<file path="src/rtl/matrix_scan_ctrl.sv">
// Scan sequencer for the 8x8 row/column decoder: walks cells 0..63 with a programmable
// dwell, double-buffers the frame, and emits a pixel-enable aligned to the decoder's
// registered output. Optional macro SCAN_BLANK_EN inserts one blank cycle after each cell.
module matrix_scan_ctrl #(
    parameter int unsigned DWELL = 4
) (
    input  logic        clk,
    input  logic        rst,
    input  logic [63:0] frame_in,
    input  logic        frame_valid,
    output logic        frame_ready,
    input  logic        enable,
    output logic [5:0]  add,
    output logic        pix_on,
    output logic        frame_done,
    output logic        busy
);

    localparam int unsigned CNT_W    = 8;
    localparam int unsigned ADDR_W   = 6;
    localparam int unsigned FRAME_W  = 64;

`ifdef SCAN_BLANK_EN
    typedef enum logic [1:0] {
        IDLE  = 2'd0,
        SCAN  = 2'd1,
        BLANK = 2'd2
    } state_t;
`else
    typedef enum logic [1:0] {
        IDLE  = 2'd0,
        SCAN  = 2'd1
    } state_t;
`endif

    state_t             state;
    logic [CNT_W-1:0]   count;
    logic [FRAME_W-1:0] active;
    logic [FRAME_W-1:0] pending;
    logic               pending_valid;

    logic last_dwell_c;
    logic last_cell_c;
    logic wrap_c;
    logic start_c;
    logic swap_c;
    logic accept_c;

    // Frame boundary, start and handshake decodes shared by the register block.
    always_comb begin
        last_dwell_c = (count == CNT_W'(DWELL - 1));
        last_cell_c  = (add == ADDR_W'(FRAME_W - 1));
`ifdef SCAN_BLANK_EN
        wrap_c       = (state == BLANK) && last_cell_c;
`else
        wrap_c       = (state == SCAN) && last_dwell_c && last_cell_c;
`endif
        start_c      = (state == IDLE) && enable;
        // Swap uses the registered pending_valid, so a frame accepted on this edge waits.
        swap_c       = pending_valid && (wrap_c || start_c);
        accept_c     = frame_valid && !pending_valid;
    end

    always_ff @(posedge clk) begin
        if (rst) begin
            state         <= IDLE;
            count         <= '0;
            active        <= '0;
            pending       <= '0;
            pending_valid <= 1'b0;
            add           <= '0;
            pix_on        <= 1'b0;
            frame_done    <= 1'b0;
            busy          <= 1'b0;
            frame_ready   <= 1'b1;
        end else begin
            frame_done <= 1'b0;

            if (accept_c) begin
                pending       <= frame_in;
                pending_valid <= 1'b1;
            end else if (swap_c) begin
                pending_valid <= 1'b0;
            end
            frame_ready <= !(accept_c || (pending_valid && !swap_c));

            if (swap_c) begin
                active <= pending;
            end

            case (state)
                IDLE: begin
                    pix_on <= 1'b0;
                    if (enable) begin
                        state <= SCAN;
                        add   <= '0;
                        count <= '0;
                        busy  <= 1'b1;
                    end
                end

                SCAN: begin
                    pix_on <= active[add];
                    if (last_dwell_c) begin
                        count <= '0;
`ifdef SCAN_BLANK_EN
                        state <= BLANK;
`else
                        add <= add + ADDR_W'(1);
                        if (last_cell_c) begin
                            frame_done <= 1'b1;
                            if (!enable) begin
                                state <= IDLE;
                                busy  <= 1'b0;
                            end
                        end
`endif
                    end else begin
                        count <= count + CNT_W'(1);
                    end
                end

`ifdef SCAN_BLANK_EN
                // One dark cycle between cells; the cell step and frame wrap happen on exit.
                BLANK: begin
                    pix_on <= 1'b0;
                    add    <= add + ADDR_W'(1);
                    count  <= '0;
                    if (last_cell_c) begin
                        frame_done <= 1'b1;
                        if (!enable) begin
                            state <= IDLE;
                            busy  <= 1'b0;
                        end else begin
                            state <= SCAN;
                        end
                    end else begin
                        state <= SCAN;
                    end
                end
`endif

                default: begin
                    state  <= IDLE;
                    pix_on <= 1'b0;
                    busy   <= 1'b0;
                end
            endcase
        end
    end

endmodule

</file>
<file path="config.mk">
export PLATFORM = sky130hd
export DESIGN_NAME = matrix_scan_ctrl
export DESIGN_NICKNAME = d
export VERILOG_FILES = /design/src/rtl/matrix_scan_ctrl.sv
export SDC_FILE = /design/constraint.sdc
export NUM_CORES = 1
export LEC_CHECK = 0
export ABC_CLOCK_PERIOD_IN_PS = 1700
export BUFFER_PORTS_ARGS = -buffer_cell sky130_fd_sc_hd__buf_2
export CAP_MARGIN = 20
export CELL_PAD_IN_SITES_DETAIL_PLACEMENT = 0
export CELL_PAD_IN_SITES_GLOBAL_PLACEMENT = 1
export CORE_UTILIZATION = 40
export CTS_BUF_LIST = sky130_fd_sc_hd__clkbuf_2
export DETAILED_ROUTE_END_ITERATION = 10
export GPL_ROUTABILITY_DRIVEN = 0
export GPL_TIMING_DRIVEN = 0
export PLACE_DENSITY = 0.86
export SLEW_MARGIN = 25
export SYNTH_ARGS = -nofsm -noshare
export SYNTH_HDL_FRONTEND = slang
export SYNTH_SLANG_ARGS = --single-unit
</file>
<file path="constraint.sdc">
create_clock -name clk -period 1.7 [get_ports clk]
set_input_delay 0.085 -clock clk [delete_from_list [all_inputs] [get_ports clk]]
set_output_delay 0.085 -clock clk [all_outputs]
set_load 0.005 [all_outputs]
</file>
==> flow_summary.toml, run 1 <==
[status]
outcome = "complete, but fails checks"
violations = "setup timing"

[synth]
netlist_instances = 741
yosys_register_bits = 147
synth_nets = 811
avgSynthCellArea_um2 = 8.362
yosysWarnings = 0
ys_types = 47
syn-cell-area_um2 = 6196
seq_area_frac_synth_pct = 47.50

[die]
core-area_um2 = 15150
die-area_um2 = 15990
start_util_pct = 40.91
chipHeight_um = 126.5
rows = 45
die_w_um = 126.5
pin_count = 78

[finish]
drive_gt1_share_pct = 29.30
regArea_um2 = 2969
final_cell_mix = "134 x dfxtp_1, 131 x nand2_1, 128 x a21oi_1, 78 x buf_2, 67 x dlygate4sd3_1"
area_growth_pct = 38.25
final_core_util_pct = 56.56
layout.nets = 999
final_common_cell = "dfxtp_1"
multiInputGateArea_um2 = 3301
fillCellCount = 1378

[route]
dr.pass1.iters = 4
drt-vias-per-instance = 5.254
wl_per_cell_um = 15.16
ant_nets = 0
wl_um = 17150
vias = 5942
drcViolationCount = 0
drtIter0Drc = 296

[critical_path]
crit_type = "register to register"
crit_arrival_ns = 2.56
crit_path_start_kind = "register"
cp_top_family = "multiplexers"
cp_slowest_cell = "mux4_2"
cp_max_fo = 5
required_ns = 2.31
crit_top_cell = "mux2i_1"
endpoint_kind = "register"
cp_cell_sequence = "buf_8 > buf_6 > mux4_2 > mux2i_1 > mux2i_1 > and4b_1 > o211a_1"
path_buf_inv = 2
critPathMaxStageDelay_ns = 0.47

[clock_network]
clk_latency_ns = 0.71
cts.clk_slew.worst_paths_ns = 0.19
h-tree-depth = 4
cts_tree = "built"
clockRootBuffer = "clkbuf_2"
clock_sinks = 147
cts_buffer_depth = 2
cts_made_buffers = 17

[timing]
fin_worst_skew_ns = 0.03488
slew_headroom_pct = 48.87
timing.fmax_mhz = 512.5
fin_crit_sh_pct = 114.8
min_period_ns = 1.951
setup_viol = 64
hold_violations = 0
drv_slew = 0
setup_slack_ns = -0.2511
worstMarginPinSlew_ns = 0.7669
rsz0062_at_grt = "yes"
setup_tns_ns = -7.667

[pwr]
vdd_drop_max_mv = 0.4115
powerDensity_nw_per_um2 = 752.5
leakagePower_uw = 0.003077

[run]
max-cap-violations = 0

[grt]
grt_max_degree = 17
grt-ovfl-total = 0
grt_pass1_wl_um = 27450
grt_pass1_vias = 5501
antenna_found_initial = 1
grt_usage_pct = 21.81

[min_path]
worst_hold_path_type = "primary input to register"

[placed_design]
portBuffers = 77
hpwl_um = 10800
## path summary, 6_finish.rpt
path	to	start	cells after the start	slack [ns]
setup / recovery	pix_on	add[0]	7	-0.25
hold / removal	pending[22]	frame_in[22]	4	0.13
setup reg to reg	pix_on	add[0]	7	-0.25
hold reg to reg	active[50]	pending[50]	2	0.47
## worst min-delay path: cells and delay by family
| kind | cells | cell delay, ns |
|---|---|---|
| buffers and inverters | 2 | 0.64 |
| AOI/OAI and AO/OA | 1 | 0.05 |
| and+or+nand+nor | 1 | 0.04 |
## layer usage
layer	vias to the layer above	wire, um	GRT usage, %
met5	-	0	0
met4	0	361	7.654
met3	29	630	3.754
li1	2992	-	-
met2	125	8258	35.98
met1	2796	7894	28.79
## report_power, final
group | switching (uW) | internal (uW)
Combinational | 529 | 414
Clock | 1170 | 693
Sequential | 72.7 | 3560
## per-stage QoR
stage / cell area (um2) / hold slack, ns / setup WS (ns) / total power, uW / std cells
5_1_grt: 8566 / 0.06924 / -0.2687 / 6752 / 1131
2_1_floorplan: 6252 / 0.2210 / -0.02867 / 4115 / 741
3_5_place_dp: 6873 / 0.3318 / -0.4770 / 4363 / 1006
6_report: 8566 / 0.1311 / -0.2511 / 6446 / 1131
3_3_place_gp: 6873 / 0.3288 / -0.4813 / 4356 / 1006
4_1_cts: 8089 / 0.05591 / -0.1969 / 6379 / 1112
## flip-flops by register name, indices dropped and copies added (netlist names)
name,count
busy,1
count,8
frame_ready,1
active,64
pending_valid,1
add,6
pending,64
frame_done,1
pix_on,1
## layout make-up
| cell class | count | area share (%) |
|---|---|---|
| Multi-Input combinational cell | 521 | 38.53 |
| Timing Repair Buffer | 170 | 15.60 |
| Inverter | 4 | 0.2191 |
| Sequential cell | 147 | 34.66 |
| Tap cell | 188 | 2.746 |
| Clock buffer | 24 | 1.402 |
| Antenna cell | 1 | 0.02921 |
| Clock inverter | 8 | 0.9933 |
| Buffer | 68 | 5.814 |
## cells by family (layout without fill, tap and decap cells)
kind of cell	after synthesis	in the layout	share of synthesized area, %
compound gates	221	221	18.68
xor+xnor	8	8	1.131
fa+ha+maj	2	2	0.4038
buf+inv	73	274	5.614
flops	147	147	47.50
mux	27	27	6.866
other cells	0	1	0
simple gates	263	263	19.81
## synth_stat cells, drive strengths merged
| library cell | count | area share, % |
|---|---|---|
| or4b | 1 | 0.16 |
| o41ai | 1 | 0.14 |
| o21a | 1 | 0.12 |
| a21oi | 141 | 11 |
| dfxtp | 147 | 47 |
| mux2i | 11 | 1.8 |
| nand3b | 2 | 0.24 |
| nor2b | 2 | 0.20 |
| inv | 4 | 0.24 |
| nor3b | 10 | 1.2 |
| ha | 2 | 0.40 |
| o32a | 1 | 0.16 |
| nand3 | 70 | 5.9 |
| xnor2 | 6 | 0.85 |
| xor2 | 2 | 0.28 |
| nand2 | 135 | 8.2 |
| or3 | 3 | 0.38 |
| a31oi | 1 | 0.10 |
| a22oi | 1 | 0.12 |
| or2 | 1 | 0.10 |
| nor4 | 1 | 0.34 |
| o2111ai | 1 | 0.14 |
| mux4 | 12 | 4.4 |
| o211a | 1 | 0.16 |
| nor2 | 20 | 1.2 |
| and4b | 1 | 0.16 |
| mux2 | 4 | 0.73 |
| nor3 | 4 | 0.32 |
| and3 | 4 | 0.40 |
| and2 | 1 | 0.10 |
| nand4 | 2 | 0.20 |
| clkbuf | 50 | 3.1 |
| nor4b | 2 | 0.28 |
| buf | 19 | 2.3 |
| o21ai | 68 | 5.7 |
| a41oi | 3 | 0.42 |
| a211oi | 2 | 0.24 |
| nand2b | 4 | 0.40 |
## timing repair
action | CTS | global route
hold buffers | 67 | 0
gates cloned | 2 | 5
pin swaps | 10 | 42
setup buffers | 6 | 13
resized for setup | 79 | 83
hold endpoints to repair | 75 | 0
endpoints found under the setup margin | 137 | 139
No activity file was read; power rests on OpenSTA's default activity.
==> run 2, diff against run 1 <==
--- a/config.mk
+++ b/config.mk
@@ -16,6 +16,7 @@
 export GPL_ROUTABILITY_DRIVEN = 0
 export GPL_TIMING_DRIVEN = 0
 export PLACE_DENSITY = 0.86
+export REMOVE_ABC_BUFFERS = 1
 export SLEW_MARGIN = 25
 export SYNTH_ARGS = -nofsm -noshare
 export SYNTH_HDL_FRONTEND = slang
==> run 2 against run 1 <==
The run still ends with setup timing left. Global-route usage fell by 0.14 points. Sequential cell count did not move. Clock skew rose by 0.0063 ns. Combinational power fell by 6.0%. Final area fell by 4.6%. First-iteration DRC count rose by 71%. Setup slack improved by 0.034 ns. Utilization fell by 2.6 points. Critical path type unchanged.
==> flow_summary.toml, run 2 (same netlist as run 1, synthesis figures left out) <==
[min_path]
hp-start = "frame_in[41]"
worst_hold_path_type = "primary input to register"

[pwr]
combPwrFrac_pct = 14.4
seqPwrFrac_pct = 59.3
leakagePower_uw = 0.002944
vdd_drop_max_mv = 0.4118
swShare_pct = 29.36
powerDensity_nw_per_um2 = 751.8
power.switching_uw = 1803
intPower_uw = 4337
power_frac_clock_pct = 26.3

[clock_network]
cts_buffer_depth = 2
cts.clk_slew.worst_paths_ns = 0.22
cts_made_buffers = 17
clockRootBuffer = "clkbuf_2"
h-tree-depth = 4
clk_latency_ns = 0.71
cts_tree = "built"
clock_sinks = 147

[timing]
setup_tns_ns = -10.08
timing.fmax_mhz = 521.6
hold_ws_ns = 0.1258
setup_slack_ns = -0.2170
setup_viol = 67
min_period_ns = 1.917
fin_worst_skew_ns = 0.04114
hold_violations = 0
drv_slew = 0
rsz0062_at_grt = "yes"
fin_crit_sh_pct = 112.8
slew_headroom_pct = 50.34
worstMarginPinSlew_ns = 0.7416

[die]
die_w_um = 126.5
pin_count = 78
core-area_um2 = 15150
start_util_pct = 40.91
chipHeight_um = 126.5
rows = 45
die-area_um2 = 15990

[placed_design]
pre_cts_ws_ns = -1.080
dpl_cell_area_um2 = 6644
portBuffers = 77
dp.cells = 942
hpwl_um = 8370

[finish]
final_common_cell = "dfxtp_1"
top_regs = "active x64, pending x64, count x8"
area_growth_pct = 31.83
drive_gt1_share_pct = 24.16
diodes = 0
fillCellCount = 1435
layout.nets = 952
finalInstanceArea_um2 = 8168
layoutNonFillerInstCount = 1082
final_cell_mix = "134 x dfxtp_1, 132 x nand2_1, 127 x a21oi_1, 75 x buf_2"

[route]
drcViolationCount = 0
drtIter0Drc = 505
wl_per_cell_um = 16.58
drt-vias-per-instance = 5.390
wl_um = 17940
vias = 5832
ant_nets = 0
dr.pass1.iters = 5

[grt]
grt-ovfl-total = 0
grt_pass1_vias = 5431
grt_pass1_wl_um = 27300
grt_max_degree = 83
antenna_found_initial = 0
grt_usage_pct = 21.67

[critical_path]
required_ns = 2.30
cp_top_family = "multiplexers"
critPathMaxStageDelay_ns = 0.50
rr_startpoint = "add[0]"
path_buf_inv = 2
crit_type = "register to register"
cp_max_fo = 8
crit_path_start_kind = "register"
crit_top_cell = "mux2i_1"
endpoint_kind = "register"
cp_cell_sequence = "buf_6 > buf_12 > mux4_2 > mux2i_1 > mux2i_1 > and4b_1 > o211a_1"
crit_arrival_ns = 2.52
r2r_slack_ns = -0.22
crit_start = "add[0]"
cp_slowest_cell = "mux4_2"

[status]
violations = "setup timing"
outcome = "complete, but fails checks"

[run]
max-cap-violations = 0
[run 2: cell count changes in the layout (fill, tap and decap cells not counted), moves of 7 or more]
cell,before,now
o21ai_2,48,0
clkbuf_1,40,0
o21ai_0,4,44
o21ai_1,10,23
clkbuf_2,29,21
buf_8,8,1
[run 2: final timing paths]
kind	to	cells after the start
worst max-delay path	pix_on	7
worst min-delay path	pending[41]	4
worst max register to register	pix_on	7
worst min register to register	pending[17]	2
[run 2: power by group through the flow]
| stage | clock network [uW] | registers (uW) | logic [uW] |
|---|---|---|---|
| 4_1_cts | 1680 | 3640 | 816 |
| 3_3_place_gp | 0 | 3750 | 514 |
| 3_5_place_dp | 0 | 3730 | 582 |
| 2_1_floorplan | 0 | 3720 | 273 |
| 6_report | 1610 | 3640 | 886 |
| 5_1_grt | 1820 | 3660 | 964 |
[run 2: per-stage QoR]
step	total power (uW)	util [%]
6_report	6140	53.93
4_1_cts	6135	52.41
5_1_grt	6444	53.93
3_3_place_gp	4267	42.81
2_1_floorplan	3992	-
3_5_place_dp	4313	43.87
[run 2: cell type report]
type	count	area (um2)	share of cell area [%]
Timing Repair Buffer	181	1603	19.62
Clock buffer	21	105.1	1.287
Tap cell	188	235.2	2.880
Clock inverter	10	63.81	0.7813
Multi-Input combinational cell	531	3164	38.74
Sequential cell	147	2974	36.41
Inverter	4	22.52	0.2757
[run 2: per-layer routing]
| metal | track usage, % | up-vias | share of wire (%) |
|---|---|---|---|
| li1 | - | 2890 | - |
| met1 | 28.38 | 2773 | 47 |
| met2 | 35.26 | 144 | 47 |
| met3 | 4.977 | 25 | 4.1 |
| met4 | 7.158 | 0 | 1.8 |
| met5 | 0 | - | 0 |
[run 2: worst register-to-register path: cells and delay by family, from the launching register on]
| kind | cells | cell delay [ns] |
|---|---|---|
| buf+inv | 2 | 0.23 |
| flops | 1 | 0.41 |
| compound gates | 1 | 0.21 |
| mux | 3 | 0.79 |
| simple gates | 1 | 0.19 |
[run 2: repair_timing]
action	in CTS	in global routing
cloned	8	6
setup buffers	22	6
endpoints found under the setup margin	144	138
endpoints found under the hold margin	103	0
hold buffers	68	0
pin swaps	5	9
gates resized for setup	45	29
